===== src/rtl/rr_dec_arbiter_pkg.sv =====
// -----------------------------------------------------------------------------
// rr_dec_arbiter_pkg
// Shared definitions for the round-robin arbiter slice: requester count,
// index/counter widths and the two-state FSM encoding.
// -----------------------------------------------------------------------------
package rr_dec_arbiter_pkg;

  localparam int NREQ  = 8;
  localparam int IDX_W = 3;
  localparam int CNT_W = 8;

  typedef enum logic [0:0] {
    ST_IDLE  = 1'b0,
    ST_GRANT = 1'b1
  } arb_state_e;

endpackage


===== src/rtl/rr_dec_arbiter_if.sv =====
// -----------------------------------------------------------------------------
// rr_dec_arbiter_if
// Request/grant bundle between the requesters and the arbiter.
//   req     : per-requester request vector
//   done    : release strobe from the current holder
//   gnt     : one-hot grant (zero when no grant active)
//   gnt_idx : binary index of current/last holder
//   gnt_vld : grant active
//   timeout : one-cycle pulse when the hold limit revoked a grant
// master = requester side, slave = arbiter side.
// -----------------------------------------------------------------------------
interface rr_dec_arbiter_if;
  import rr_dec_arbiter_pkg::*;

  logic [NREQ-1:0]  req;
  logic             done;
  logic [NREQ-1:0]  gnt;
  logic [IDX_W-1:0] gnt_idx;
  logic             gnt_vld;
  logic             timeout;

  modport master (
    output req, done,
    input  gnt, gnt_idx, gnt_vld, timeout
  );

  modport slave (
    input  req, done,
    output gnt, gnt_idx, gnt_vld, timeout
  );

endinterface


===== src/rtl/rr_dec_arbiter_grant_dec3to8.sv =====
// -----------------------------------------------------------------------------
// grant_dec3to8
// Purely combinational 3-to-8 decoder with enable.
//   idx    : binary index
//   en     : decoder enable; output is all zero when low
//   onehot : one-hot decode of idx
// -----------------------------------------------------------------------------
module grant_dec3to8
  import rr_dec_arbiter_pkg::*;
(
  input  logic [IDX_W-1:0] idx,
  input  logic             en,
  output logic [NREQ-1:0]  onehot
);

  // one-hot decode of idx, gated by en
  always_comb begin
    onehot = 8'h00;
    if (en) begin
      case (idx)
        3'd0:    onehot = 8'h01;
        3'd1:    onehot = 8'h02;
        3'd2:    onehot = 8'h04;
        3'd3:    onehot = 8'h08;
        3'd4:    onehot = 8'h10;
        3'd5:    onehot = 8'h20;
        3'd6:    onehot = 8'h40;
        3'd7:    onehot = 8'h80;
        default: onehot = 8'h00;
      endcase
    end else begin
      onehot = 8'h00;
    end
  end

endmodule


===== src/rtl/rr_dec_arbiter.sv =====
// -----------------------------------------------------------------------------
// rr_dec_arbiter
// Eight-way round-robin arbiter with a per-grant hold limit.
//   clk      : system clock, all state on rising edge
//   rst      : synchronous active-high reset
//   bus      : slave side of rr_dec_arbiter_if (req/done in, gnt/gnt_idx/
//              gnt_vld/timeout out)
// Parameter MAX_HOLD (1..255): maximum consecutive grant cycles per holder.
// Every grant is followed by at least one IDLE cycle; only gnt is
// combinational (decoded from the registered index and valid).
// -----------------------------------------------------------------------------
module rr_dec_arbiter
  import rr_dec_arbiter_pkg::*;
#(
  parameter int MAX_HOLD = 15
) (
  input  logic         clk,
  input  logic         rst,
  rr_dec_arbiter_if.slave bus
);

  localparam logic [CNT_W-1:0] HOLD_LAST = CNT_W'(MAX_HOLD - 1);

  arb_state_e       state_r;
  logic [IDX_W-1:0] ptr_r;
  logic [IDX_W-1:0] idx_r;
  logic             vld_r;
  logic             timeout_r;
  logic [CNT_W-1:0] cnt_r;

  logic [IDX_W-1:0] winner_s;
  logic             holder_req_s;
  logic             hold_hit_s;
  logic             release_s;
  logic [NREQ-1:0]  gnt_s;

  // First requester found scanning p, p+1, ... p+7 (mod 8). The scan runs
  // backwards so the last assignment made is the nearest one to p.
  function automatic logic [IDX_W-1:0] rr_pick(input logic [NREQ-1:0]  r,
                                               input logic [IDX_W-1:0] p);
    logic [IDX_W-1:0] cand;
    rr_pick = p;
    for (int k = NREQ - 1; k >= 0; k--) begin
      cand = p + IDX_W'(k);
      if (r[cand]) begin
        rr_pick = cand;
      end else begin
        rr_pick = rr_pick;
      end
    end
  endfunction

  // winner selection and release decode
  always_comb begin
    winner_s     = rr_pick(bus.req, ptr_r);
    holder_req_s = bus.req[idx_r];
    hold_hit_s   = (cnt_r == HOLD_LAST);
    release_s    = bus.done | ~holder_req_s | hold_hit_s;
  end

  // arbitration FSM with registered outputs
  always_ff @(posedge clk) begin
    if (rst) begin
      state_r   <= ST_IDLE;
      ptr_r     <= 3'd0;
      idx_r     <= 3'd0;
      vld_r     <= 1'b0;
      timeout_r <= 1'b0;
      cnt_r     <= 8'd0;
    end else begin
      timeout_r <= 1'b0;
      case (state_r)
        ST_IDLE: begin
          if (bus.req != 8'h00) begin
            idx_r   <= winner_s;
            vld_r   <= 1'b1;
            cnt_r   <= 8'd0;
            state_r <= ST_GRANT;
          end
        end
        ST_GRANT: begin
          if (release_s) begin
            state_r   <= ST_IDLE;
            vld_r     <= 1'b0;
            ptr_r     <= idx_r + 3'd1;
            // pulse only when the hold limit alone ended the grant
            timeout_r <= hold_hit_s & ~bus.done & holder_req_s;
          end else begin
            cnt_r <= cnt_r + 8'd1;
          end
        end
        default: begin
          state_r <= ST_IDLE;
          vld_r   <= 1'b0;
        end
      endcase
    end
  end

  grant_dec3to8 u_dec (
    .idx    (idx_r),
    .en     (vld_r),
    .onehot (gnt_s)
  );

  assign bus.gnt     = gnt_s;
  assign bus.gnt_idx = idx_r;
  assign bus.gnt_vld = vld_r;
  assign bus.timeout = timeout_r;

endmodule

===== src/flat_wrapper.sv =====
// flat-port wrapper written by rule: the top's interface ports become plain ports
module rr_dec_arbiter_flat import rr_dec_arbiter_pkg::*;
#(
  parameter int MAX_HOLD = 15
)
  (clk, rst, bus_req, bus_done, bus_gnt, bus_gnt_idx, bus_gnt_vld, bus_timeout);
  rr_dec_arbiter_if bus_i ();
  input  logic clk;
  input  logic rst;
  input wire logic [$bits(bus_i.req)-1:0] bus_req;
  input wire logic [$bits(bus_i.done)-1:0] bus_done;
  output wire logic [$bits(bus_i.gnt)-1:0] bus_gnt;
  output wire logic [$bits(bus_i.gnt_idx)-1:0] bus_gnt_idx;
  output wire logic [$bits(bus_i.gnt_vld)-1:0] bus_gnt_vld;
  output wire logic [$bits(bus_i.timeout)-1:0] bus_timeout;
  assign bus_i.req = bus_req;
  assign bus_i.done = bus_done;
  assign bus_gnt = bus_i.gnt;
  assign bus_gnt_idx = bus_i.gnt_idx;
  assign bus_gnt_vld = bus_i.gnt_vld;
  assign bus_timeout = bus_i.timeout;
  rr_dec_arbiter #(.MAX_HOLD(MAX_HOLD)) u_core (.clk(clk), .rst(rst), .bus(bus_i));
endmodule

===== config.mk =====
export PLATFORM = sky130hd
export DESIGN_NAME = rr_dec_arbiter_flat
export DESIGN_NICKNAME = d
export VERILOG_FILES = /design/src/rtl/rr_dec_arbiter_pkg.sv /design/src/rtl/rr_dec_arbiter_if.sv /design/src/rtl/rr_dec_arbiter_grant_dec3to8.sv /design/src/rtl/rr_dec_arbiter.sv /design/src/flat_wrapper.sv
export SDC_FILE = /design/constraint.sdc
export NUM_CORES = 1
export LEC_CHECK = 0
export ABC_AREA = 1
export CORE_ASPECT_RATIO = 0.7
export CORE_UTILIZATION = 40
export CTS_BUF_LIST = sky130_fd_sc_hd__clkbuf_4
export CTS_CLUSTER_SIZE = 16
export DETAILED_ROUTE_END_ITERATION = 7
export SYNTH_ARGS = -nofsm -noshare
export SYNTH_HDL_FRONTEND = slang
export SYNTH_SLANG_ARGS = --single-unit

===== constraint.sdc =====
create_clock -name clk -period 6.3 [get_ports clk]
set_clock_uncertainty 0.2 [all_clocks]
set_input_delay 1.26 -clock clk [delete_from_list [all_inputs] [get_ports clk]]
set_output_delay 1.26 -clock clk [all_outputs]
set_load 0.02 [all_outputs]

* Word level (Yosys, flattened, before mapping)
Memories as Yosys holds them, arrays and structs flattened. A register that Yosys moved wholly into a read port is not among the register bits.
Cells that the tools add are included.
** Operators by class
- Add/sub/neg operators :: 9
- $lt $le $gt $ge :: 9
- Eq/ne operators :: 4
- Muxes and demuxes :: 38
- Bitwise operators :: 8
- Reductions and logical operators :: 6
** Operators by type and width (number)
- $lt 3x4->1 const B :: 9
- $mux 3 :: 10
- $bmux 1 s3 :: 9
- $mux 8 :: 3
- $pmux 8 s2 :: 1
- $mux 1 :: 13
- $add 3x3->3 const B :: 4
- $add 8x1->8 const B :: 1
- $eq 8x4->1 const B :: 1
- $reduce_and 2->1 :: 4
- $reduce_bool 8->1 :: 1
- $add 3x1->3 const B :: 2
- $add 3x2->3 const B :: 2
- $ne 2x2->1 const B :: 2
- $not 1->1 :: 4
- $pmux 1 s2 :: 2
- $reduce_or 3->1 :: 1
- $and 1x1->1 :: 2
- $ne 2x1->1 const B :: 1
- $or 1x1->1 :: 2
** Storage, ports and cells
- Register bits :: 17
- ROM bits :: 64
- Input bits :: 11
- Output and inout port bits :: 13
- Word-level logic and storage cells :: 81
- Memories :: 1
** Memory list
- (name not given) :: depth 8, width 8, rd ports 1, clocked after memory_dff 1, write ports 0, line rr_dec_arbiter_grant_dec3to8.sv:20 : case (idx)

* Longest topological paths before layout
- Depth after elaboration :: 13
- Gate-level depth with buffers :: 24
- Depth with buffers taken out :: 22

* Hierarchy
Synthesis repeated with hierarchy kept, for this count alone.
** Unflattened totals
- Cells, all modules :: 270
- Area total of the unflattened synthesis :: 1581.5 um2
** By module, submodules not included
- rr_dec_arbiter :: times used 1, cells each 253, area an instance 1517.7 um2, seq. area each 340.3 um2
- grant_dec3to8 :: times used 1, cells each 17, area an instance 63.8 um2, seq. area each 0.0 um2

* Worst setup path before layout
Ideal clock, no wire load.
- Kind :: input to register
- Start point :: input port bus_req[5]
- End point :: register u_core.cnt_r[6]
- Setup time :: 0.113 ns
- Arrival time :: 2.500 ns
- Data required time :: 5.987 ns
- Slack :: 3.487 ns
- Cell stages on the path :: 9
- Buffers on the path :: 0
- Path through :: or4_1 o21ai_2 nand2_2 nand3_1 inv_2 nand3_1 nor2_1 nor2_1 nor2_1
** Between the ends
- Word-level cells in the longest chain between the ends :: 7
- Elaborated cells on any way between the ends :: 9
- Classes of those cells :: 2 x eq/ne; 2 x mux; 3 x bitwise; 2 x reduce/logical
** Ends and longest elaborated chain
- start: declaration :: line flat_wrapper.sv:10 : input wire logic [$bits(bus_i.req)-1:0] bus_req;
- $bmux 1 s3 :: line rr_dec_arbiter.sv:56 : holder_req_s = bus.req[idx_r];
- $mux 1 (implied by the code) :: line rr_dec_arbiter.sv:56
- $not 1->1 :: line rr_dec_arbiter.sv:58 : release_s = bus.done | ~holder_req_s | hold_hit_s;
- $or 1x1->1 (2 in series) :: line rr_dec_arbiter.sv:58
- $ne 2x2->1 (no line)
- $reduce_and 2->1 (no line) (*)
- end signal: assignment :: line rr_dec_arbiter.sv:89 : cnt_r <= cnt_r + 8'd1;
- end: declaration :: line rr_dec_arbiter.sv:29 : logic [CNT_W-1:0] cnt_r;
Mark *: on every way between the ends. The rest lies on a longest branch, timed or not. The select of a mux whose other input is x is not followed.
A chain may end at the register's enable or synchronous reset.

* Worst setup path in the final report
- Start point :: input port bus_req[6]
- End point :: register u_core.cnt_r[6]
The elaborated chain is that of the path after synthesis.

==> impl_metrics.env <==
export IMPL_vias=1768
export IMPL_crit_path_start_kind="input port"
export IMPL_period_share_pct=50.9
export IMPL_synth_edff_count=0
export IMPL_synth_ff_type="dfxtp_1"
export IMPL_cts_sinks=25
export IMPL_drv_cap=0
export IMPL_viasPerCell=4.98
export IMPL_ys_seq_area_share_pct=27.1
export IMPL_criticalPathCategory="input port to flip-flop"
export IMPL_syn_inst=279
export IMPL_rrSetupSlack_ns=3.26
export IMPL_die_w_um=83.2
export IMPL_drt_pass1_iterations=4
export IMPL_clkTransAtPathRegs_ns=0.13
export IMPL_postCtsSetupRepairBufs=0
export IMPL_drc_errors=0
export IMPL_worst_pin_slew_ns=0.471
export IMPL_tritoncts="done"
export IMPL_final_util_pct=48.4
export IMPL_cts_root_buf="clkbuf_4"
export IMPL_setup_tns_final_ns=0
export IMPL_max_freq_mhz=312
export IMPL_syn_area_per_cell_um2=6.62
export IMPL_r2r_cells=20
export IMPL_synth_most_common_cell="nand2_1"
export IMPL_ys_warnings_count=0
export IMPL_worstPathMaxFanout=4
export IMPL_reg2reg_from="u_core.ptr_r[0]$_SDFFE_PP0P_"
export IMPL_portBuffers=23
export IMPL_postCtsHoldBufs=0
export IMPL_wl_um=4200
export IMPL_finalSetupViolations=0
export IMPL_drt_iter0_markers=112
export IMPL_dieArea_um2=4900
export IMPL_hold_path_class="flip-flop to flip-flop"
export IMPL_synth_distinct_cells=31
export IMPL_finalMaxSlewViolations=0
export IMPL_diodes=0
export IMPL_antenna_found_initial=0
export IMPL_cts_htree_levels=1
export IMPL_grt_pass1_wl_um=7340
export IMPL_yosysTopAreaCell="dfxtp_1"
export IMPL_fp_dieH_um=58.9
export IMPL_core_um2=4380
export IMPL_synth_common_cells="64 x nand2_1, 30 x inv_1, 30 x nand3_1"
export IMPL_status="finished clean"
export IMPL_min_path_cells=2
export IMPL_p_leak_nw=0.999
export IMPL_holdCritStartpoint="u_core.state_r$_SDFF_PP0_"
export IMPL_cts_resized_gates=0
export IMPL_cts_buffers=3
export IMPL_cts_max_path_buffers=2
export IMPL_wl_per_cell_um=11.8
export IMPL_synth_area_leaders="dfxtp_1 27%, nand2_1 13%, nand3_2 8.7%"
export IMPL_critPathArrivalTime_ns=3.24
export IMPL_power_density_nw_per_um2=296
export IMPL_grt_max_degree=16
export IMPL_grt_pass1_vias=1537
export IMPL_finalHoldViolations=0
export IMPL_min_period_ns=3.21
export IMPL_routabilityCongestion=0.893
export IMPL_clk_latency_ns=0.32
export IMPL_rows=20
export IMPL_syn_num_nets=295
export IMPL_hold_slack_ns=0.279
export IMPL_worstPathRequired_ns=6.34
export IMPL_peakVddDrop_uv=129
export IMPL_dp_hpwl_um=3400
export IMPL_syn_to_final_growth_pct=14.7
export IMPL_num_io_pins=24
export IMPL_ys_ff_latch=25
export IMPL_antenna_left=0
export IMPL_synth_async_reset_ratio_pct=0
export IMPL_min_to="u_core.bus.timeout$_SDFF_PP0_"
export IMPL_synth_cell_area_um2=1850
export IMPL_start_util_pct=42.2
export IMPL_grt_util_all_layers_pct=18.9
export IMPL_fin_nets=317
export IMPL_worst_setup_path_end_kind="flip-flop"
export IMPL_rsz0062_at_grt="no"
export IMPL_synth_top_area_share_pct=27.1
export IMPL_max_slew_margin_pct=68.5
export IMPL_layout_drive_gt1_share_pct=19.0
export IMPL_grt_ovfl_total=0
[worst max path at each step]
stage | end | slack (ns) | start | cells after the start
global route | u_core.cnt_r[5]$_SDFFE_PP0P_ | 2.91 | bus_req[1] | 16
finish | u_core.cnt_r[6]$_SDFFE_PP0P_ | 3.09 | bus_req[6] | 18
floorplan | u_core.cnt_r[6]$_SDFFE_PP0P_ | 3.49 | bus_req[5] | 9
CTS | u_core.cnt_r[6]$_SDFFE_PP0P_ | 3.12 | bus_req[1] | 18
global placement | u_core.cnt_r[6]$_SDFFE_PP0P_ | 2.75 | bus_req[1] | 18
detailed placement | u_core.cnt_r[6]$_SDFFE_PP0P_ | 2.77 | bus_req[1] | 18
[worst max-delay path, stage by stage]
cell	delay [ns]
clkdlybuf4s50_1	0.57
nor2_1	0.06
nor2_1	0.08
o21ai_0	0.08
nand3_1	0.10
nand2_1	0.07
nor2_1	0.09
nand2_1	0.08
nor2_2	0.11
inv_1	0.08
nand2_2	0.09
nand3_1	0.12
inv_2	0.08
nand3_1	0.08
nor2_1	0.14
nand2_1	0.06
nand2_1	0.05
nor2_1	0.04
[per-stage QoR]
stage	cells	setup slack [ns]	power (mW)	area (um^2)
after floorplan	279	3.49	0.478	1850
after global placement	351	2.75	0.556	2090
after detailed placement	351	2.77	0.555	2090
after CTS	355	3.12	0.628	2120
after global routing	355	2.91	0.690	2120
final	355	3.09	0.627	2120
[report_power, final]
group | internal, mW | switching [mW] | leakage (nW) | total, mW
clock network | 0.0243 | 0.0476 | 0.0139 | 0.0719
logic | 0.125 | 0.225 | 0.781 | 0.350
registers | 0.179 | 0.0268 | 0.204 | 0.206
[cell type report]
class	instances	area [um^2]
Tap cell	55	68.8
Fill cell	465	2260
Timing Repair Buffer	23	230
Inverter	42	163
Multi-Input combinational cell	206	1130
Clock buffer	3	22.5
Clock inverter	1	7.51
Sequential cell	25	500
[cell families (layout without fill, tap and decap cells)]
kind of cell             Yosys count  count (layout)  synth area share (%)
buffers and inverters             48              69                  11.9
AND/OR/NAND/NOR                  163             163                  45.7
AO/OA/AOI/OAI                     35              35                  10.1
flip-flops                        25              25                  27.1
XOR/XNOR                           3               3                  1.83
adder cells (fa/ha/maj)            5               5                  3.39
[cell usage in the layout, fill, tap and decap left out, types with 2 or more instances in the layout]
master	instances
nand2_1	64
inv_1	30
nand3_1	30
nor2_1	25
dfxtp_1	25
clkdlybuf4s50_1	23
a21oi_1	18
nand2_2	16
nand3_2	16
o21ai_0	11
inv_2	10
ha_1	5
a31oi_1	3
nand2_4	3
clkbuf_4	3
inv_4	2
nor4_1	2
nor3_1	2
[routing by layer]
| layer | wire length, um | track usage [%] |
|---|---|---|
| met3 | 184 | 3.79 |
| met1 | 2470 | 29.5 |
| met2 | 1520 | 26.6 |
| met5 | 0 | 0 |
| met4 | 19 | 2.96 |
Note: power is estimated with default switching activity, not from simulation.
